## src/rtl/microstore_sequencer_pkg.sv

```systemverilog
// Shared sequencing codes and default vectors for the microstore sequencer.
// The microcode assembler mirrors these ns_sel/cond_sel encodings.
package microstore_sequencer_pkg;

  typedef enum logic [2:0] {
    NS_ENC   = 3'b000,
    NS_FETCH = 3'b001,
    NS_JUMP  = 3'b010,
    NS_INC   = 3'b011,
    NS_CJMP  = 3'b100,
    NS_CWAIT = 3'b101,
    NS_CALL  = 3'b110,
    NS_RET   = 3'b111
  } ns_sel_e;

  typedef enum logic [1:0] {
    CS_MOC  = 2'd0,
    CS_COND = 2'd1,
    CS_ZERO = 2'd2,
    CS_ONE  = 2'd3
  } cs_sel_e;

  localparam int DEF_FETCH_VEC = 0;
  localparam int DEF_UNDEF_VEC = 90;
  localparam int DEF_ABORT_VEC = 91;

endpackage

```

## src/rtl/microstore_sequencer_cond_mux.sv

```systemverilog
// Condition select for conditional sequencing: 4:1 status mux plus optional inversion.
// Purely combinational.
module microstore_sequencer_cond_mux
  import microstore_sequencer_pkg::*;
(
  input  logic [1:0] cond_sel,
  input  logic       inv,
  input  logic       moc,
  input  logic       cond_true,
  input  logic       zero,
  output logic       c
);

  logic sel;

  always_comb begin
    sel = 1'b1;
    unique case (cs_sel_e'(cond_sel))
      CS_MOC:  sel = moc;
      CS_COND: sel = cond_true;
      CS_ZERO: sel = zero;
      CS_ONE:  sel = 1'b1;
      default: sel = 1'b1;
    endcase
  end

  assign c = sel ^ inv;

endmodule

```

## src/rtl/microstore_sequencer.sv

```systemverilog
// Next-index register for the microprogrammed control unit, feeding the microstore ROM.
// Optional CWAIT watchdog is built only when MOC_WATCHDOG_EN is defined.
//
// ns_sel | meaning
// ENC    | enc_valid ? enc_addr : UNDEF_VEC
// FETCH  | FETCH_VEC
// JUMP   | cr_addr
// INC    | index+1 (wraps)
// CJMP   | c ? cr_addr : index+1
// CWAIT  | c ? index+1 : hold (watchdog may force ABORT_VEC)
// CALL   | cr_addr, ret <= index+1
// RET    | ret
module microstore_sequencer
  import microstore_sequencer_pkg::*;
#(
  parameter int AW          = 7,
  parameter int FETCH_VEC   = DEF_FETCH_VEC,
  parameter int UNDEF_VEC   = DEF_UNDEF_VEC,
  parameter int ABORT_VEC   = DEF_ABORT_VEC,
  parameter int MOC_TIMEOUT = 16,
  parameter int TW          = 5
) (
  input  logic          clk,
  input  logic          reset_n,
  input  logic [2:0]    ns_sel,
  input  logic [1:0]    cond_sel,
  input  logic          inv,
  input  logic [AW-1:0] cr_addr,
  input  logic [AW-1:0] enc_addr,
  input  logic          enc_valid,
  input  logic          moc,
  input  logic          cond_true,
  input  logic          zero,
  output logic [AW-1:0] index,
  output logic          moc_timeout
);

  localparam logic [AW-1:0] FETCH_IDX = AW'(FETCH_VEC);
  localparam logic [AW-1:0] UNDEF_IDX = AW'(UNDEF_VEC);
  localparam logic [AW-1:0] ABORT_IDX = AW'(ABORT_VEC);

  // A counter that cannot reach MOC_TIMEOUT-1 would silently disable the abort.
  if (MOC_TIMEOUT < 2 || TW < 1 || (2 ** TW) <= MOC_TIMEOUT) begin : g_bad_cfg
    $error("microstore_sequencer: need MOC_TIMEOUT >= 2 and 2**TW > MOC_TIMEOUT");
  end

  ns_sel_e       ns_cur;
  logic          c;
  logic          wd_expired;
  logic [AW-1:0] inc;
  logic [AW-1:0] index_q, index_d;
  logic [AW-1:0] ret_q, ret_d;

  assign ns_cur = ns_sel_e'(ns_sel);
  assign inc    = index_q + AW'(1);

  microstore_sequencer_cond_mux u_cond_mux (
    .cond_sel  (cond_sel),
    .inv       (inv),
    .moc       (moc),
    .cond_true (cond_true),
    .zero      (zero),
    .c         (c)
  );

  always_ff @(posedge clk or negedge reset_n) begin
    if (!reset_n) begin
      index_q <= FETCH_IDX;
      ret_q   <= '0;
    end else begin
      index_q <= index_d;
      ret_q   <= ret_d;
    end
  end

  always_comb begin
    index_d = index_q;
    ret_d   = ret_q;
    unique case (ns_cur)
      NS_ENC:   index_d = enc_valid ? enc_addr : UNDEF_IDX;
      NS_FETCH: index_d = FETCH_IDX;
      NS_JUMP:  index_d = cr_addr;
      NS_INC:   index_d = inc;
      NS_CJMP:  index_d = c ? cr_addr : inc;
      NS_CWAIT: begin
        if (c)               index_d = inc;
        else if (wd_expired) index_d = ABORT_IDX;
        else                 index_d = index_q;
      end
      NS_CALL: begin
        index_d = cr_addr;
        ret_d   = inc;
      end
      NS_RET:   index_d = ret_q;
      default:  index_d = index_q;
    endcase
  end

  assign index = index_q;

`ifdef MOC_WATCHDOG_EN
  localparam logic [TW-1:0] WD_LAST = TW'(MOC_TIMEOUT - 1);

  logic          waiting;
  logic [TW-1:0] wd_cnt_q, wd_cnt_d;
  logic          moc_timeout_q, moc_timeout_d;

  assign waiting    = (ns_cur == NS_CWAIT) && !c;
  assign wd_expired = waiting && (wd_cnt_q == WD_LAST);

  always_comb begin
    wd_cnt_d      = '0;
    moc_timeout_d = wd_expired;
    if (waiting && !wd_expired) wd_cnt_d = wd_cnt_q + TW'(1);
  end

  always_ff @(posedge clk or negedge reset_n) begin
    if (!reset_n) begin
      wd_cnt_q      <= '0;
      moc_timeout_q <= 1'b0;
    end else begin
      wd_cnt_q      <= wd_cnt_d;
      moc_timeout_q <= moc_timeout_d;
    end
  end

  assign moc_timeout = moc_timeout_q;
`else
  assign wd_expired  = 1'b0;
  assign moc_timeout = 1'b0;
`endif

endmodule

```

## config.mk

```make
export PLATFORM = sky130hd
export DESIGN_NAME = microstore_sequencer
export DESIGN_NICKNAME = d
export VERILOG_FILES = /design/src/rtl/microstore_sequencer_pkg.sv /design/src/rtl/microstore_sequencer_cond_mux.sv /design/src/rtl/microstore_sequencer.sv
export SDC_FILE = /design/constraint.sdc
export NUM_CORES = 1
export LEC_CHECK = 0
export ABC_AREA = 1
export CAP_MARGIN = 20
export CORE_MARGIN = 2
export CORE_UTILIZATION = 35
export DETAILED_ROUTE_END_ITERATION = 7
export GPL_ROUTABILITY_DRIVEN = 0
export PLACE_DENSITY_LB_ADDON = 0.15
export RECOVER_POWER = 25
export SYNTH_ARGS = -nofsm -noshare
export SYNTH_HDL_FRONTEND = slang
export SYNTH_HIERARCHICAL = 1
export SYNTH_SLANG_ARGS = --single-unit
```

## constraint.sdc

```tcl
create_clock -name clk -period 1.3 [get_ports clk]
set_input_delay 0.26 -clock clk [delete_from_list [all_inputs] [get_ports clk]]
set_output_delay 0.26 -clock clk [all_outputs]
set_load 0.02 [all_outputs]
```

==> results of run 1 <==
==> cell type report <==
class | instances | area, sq um | share of cell area, %
clock buffers | 4 | 26.28 | 1.606
inverters | 26 | 97.59 | 5.963
multi-input cells | 125 | 655.6 | 40.06
flip-flops and latches | 14 | 352.8 | 21.56
well taps | 31 | 38.79 | 2.370
repair buffers | 55 | 465.4 | 28.44
==> cell families (layout without fill, tap and decap cells) <==
family | after synthesis | after routing | synth area share (%)
other | 1 | 1 | 0.3539
adder cells (fa/ha/maj) | 1 | 1 | 1.180
buffers and inverters | 28 | 85 | 10.98
AND/OR/NAND/NOR | 104 | 104 | 44.28
flip-flops | 14 | 14 | 33.06
AO/OA/AOI/OAI | 17 | 17 | 8.500
XOR/XNOR | 2 | 2 | 1.653
==> sequential cells by signal, indices dropped and copies added, names as in the netlist <==
signal and cells:
index 7, ret_q 7
==> power groups by stage <==
stage               logic, mW  clock network (mW)  registers [mW]
finish                  0.807               0.268           0.614
global route            0.892               0.302           0.626
CTS                     0.758               0.283           0.605
detailed placement      0.783                   0           0.614
global placement        0.780                   0           0.609
floorplan               0.300                   0           0.684
==> timing repair <==
item / 4_1_cts / 5_1_grt
pin swaps: 7 / 13
endpoints found under the setup margin: 18 / 10
buffers inserted: 0 / 1
gates cloned: 0 / 0
gates resized for setup: 22 / 25
==> layer usage <==
layer / routed length, microns / vias to the layer above / track usage, %
li1: - / 645 / -
met3: 163 / 2 / 4.148
met5: 0 / - / 0
met4: 16 / 0 / 5.519
met2: 1594 / 37 / 33.33
met1: 1292 / 565 / 24.04
==> worst max path at each step <==
stage / from / endpoint / slack, ns / cells past startpoint
floorplan: index[1] / index[1] / 0.004 / 7
global placement: cond_sel[0] / index[4] / -0.55 / 11
detailed placement: cond_sel[0] / index[6] / -0.63 / 11
CTS: index[0] / index[1] / 0.003 / 7
global route: index[0] / index[4] / -0.06 / 9
finish: index[3] / index[3] / 0.04 / 1
==> per-stage QoR <==
| stage | std cells | util [%] | setup WS, ns | area (sq um) |
|---|---|---|---|---|
| 4_1_cts | 254 | 56.47 | 0.002639 | 1584 |
| 3_5_place_dp | 250 | 55.84 | -0.6340 | 1567 |
| 3_3_place_gp | 250 | 55.84 | -0.5527 | 1567 |
| 6_report | 255 | 58.34 | 0.03964 | 1637 |
| 5_1_grt | 255 | 58.34 | -0.05565 | 1637 |
| 2_1_floorplan | 167 | - | 0.003935 | 1061 |
==> Yosys cell counts, drive strengths merged <==
library cell	n	area share, %
nand4	1	0.59
ha	1	1.2
a21oi	4	1.9
a31oi	4	2.4
nand3	24	11
inv	26	9.2
xor2	1	0.83
o21ai	9	4.2
conb	1	0.35
nand2	63	24
buf	2	1.8
dfrtp	14	33
nor3	2	2.0
xnor2	1	0.83
nor2	12	5.2
nand3b	2	1.4
==> run metrics, run 1 <==
status finished, final reports clean; Int Power 1.042 mW; Wirelength per Cell 12.02 microns; Cell Rows 19; Flop pwr share 36.3%; Clk pin slew, worst setup/hold paths 0.09 ns; Max-Cap Viols 0; hold violation count in the final report 0; worst-path maximum fanout 2; LEAKAGE 0.8667 nW; Hold/Removal Path Class reg2reg; Total Power 1.690 mW; Post-Route Skew 0.004797 ns; Cell Area, Synth 1060 sq um; IO Count 34; Synth Register Bits 14; Initial Util 37.78%; R2R depth 7; arrival time worst endpoint 1.00 ns; Crit Path Class reg2out; post-DP HPWL 2.397 mm; Final TNS setup 0 ns; drc violations 0; Critical Path Start Type flop; Min Clock Period, post-route 1.260 ns; Inserted Clock Buffers 3; Initial DRT Pass Iterations 4; reg-to-reg endpoint index[1]; Max Buffers Root-to-Sink 2; global-route wire length before repair 5.112 mm; worst slew pin tran 0.8141 ns; routed vias/inst 4.898; Iter 0 DRT Violations 48; initial antenna violation count 0; CP max stage delay 0.40 ns; GRT Resource Usage Total 19.26%; Period Utilization, post-route 96.95%; Hold Worst Slack 0.4979 ns; Bufs and invs on worst path 1; Slew HR 45.73%; flop-to-flop setup slack 0.06 ns; P_sw 0.6479 mW; # setup viols final 0; FF-to-FF Start index[1]; Filler Cells Inserted 296; Worst IR Drop VDD 0.6478 mV; commonest non-fill, non-tap cell in the layout nand2_1; Routed Antenna Nets 0; layout cells sized above 1 27.23%; slowest CP cell dfrtp_1; total gr overflow 0; number of hold buffers added after CTS 0; final wirelength 3.066 mm; Worst path top cell family by delay flip-flops; pwr dens 1033 nW/um^2; area delta synth->final 54.43%; Final Slew Violations 0; worst hold start ret_q[0]; DIE AREA 3484 sq um; htree depth 1; Logic pwr share 47.8%; ant diodes 0; Die Y 59.03 microns; total number of vias 1249; largest net degree at the start of global routing 15; yosys warns 6; CTS tree yes; nets@finish 252; # clock sinks 14; die width 59.03 microns; syn_nets 194; post-synthesis instance total 167; Worst EP required 1.04 ns; Distinct cells, synth 23; core area 2805 sq um; worst skew pair latency 0.28 ns; Hold Path Sink ret_q[0]; Hold Path Stages 2; Setup crit end kind primary output; vias in the first global route 1174; clk root buf clkbuf_4; sequential element share of the synthesized area 33.06%; syn avg cell area 6.346 sq um; most frequent cells in the layout nand2_1 (50), buf_4 (21), nand3_1 (19); crit path cell chain dlygate4sd2_1; switching part of the total 38.34%; Max Clock Freq 0.7934 GHz; IO buf count 32; RSZ-0062 raised after global routing yes; clock network fraction of design power 15.9%
Note: power is estimated with default switching activity, not from simulation.
==> run 2: changes to the inputs <==
Settings changed: CTS_CLUSTER_DIAMETER set to 80, HOLD_SLACK_MARGIN set to 0.15.
==> results of run 2 <==
Same layout as run 1: the final DEF is identical, and so are final timing and power.
==> run 3: changes to the inputs <==
Settings changed: CTS_CLUSTER_SIZE set to 30.
==> results of run 3 <==
Same layout as run 1: the final DEF is identical, and so are final timing and power.
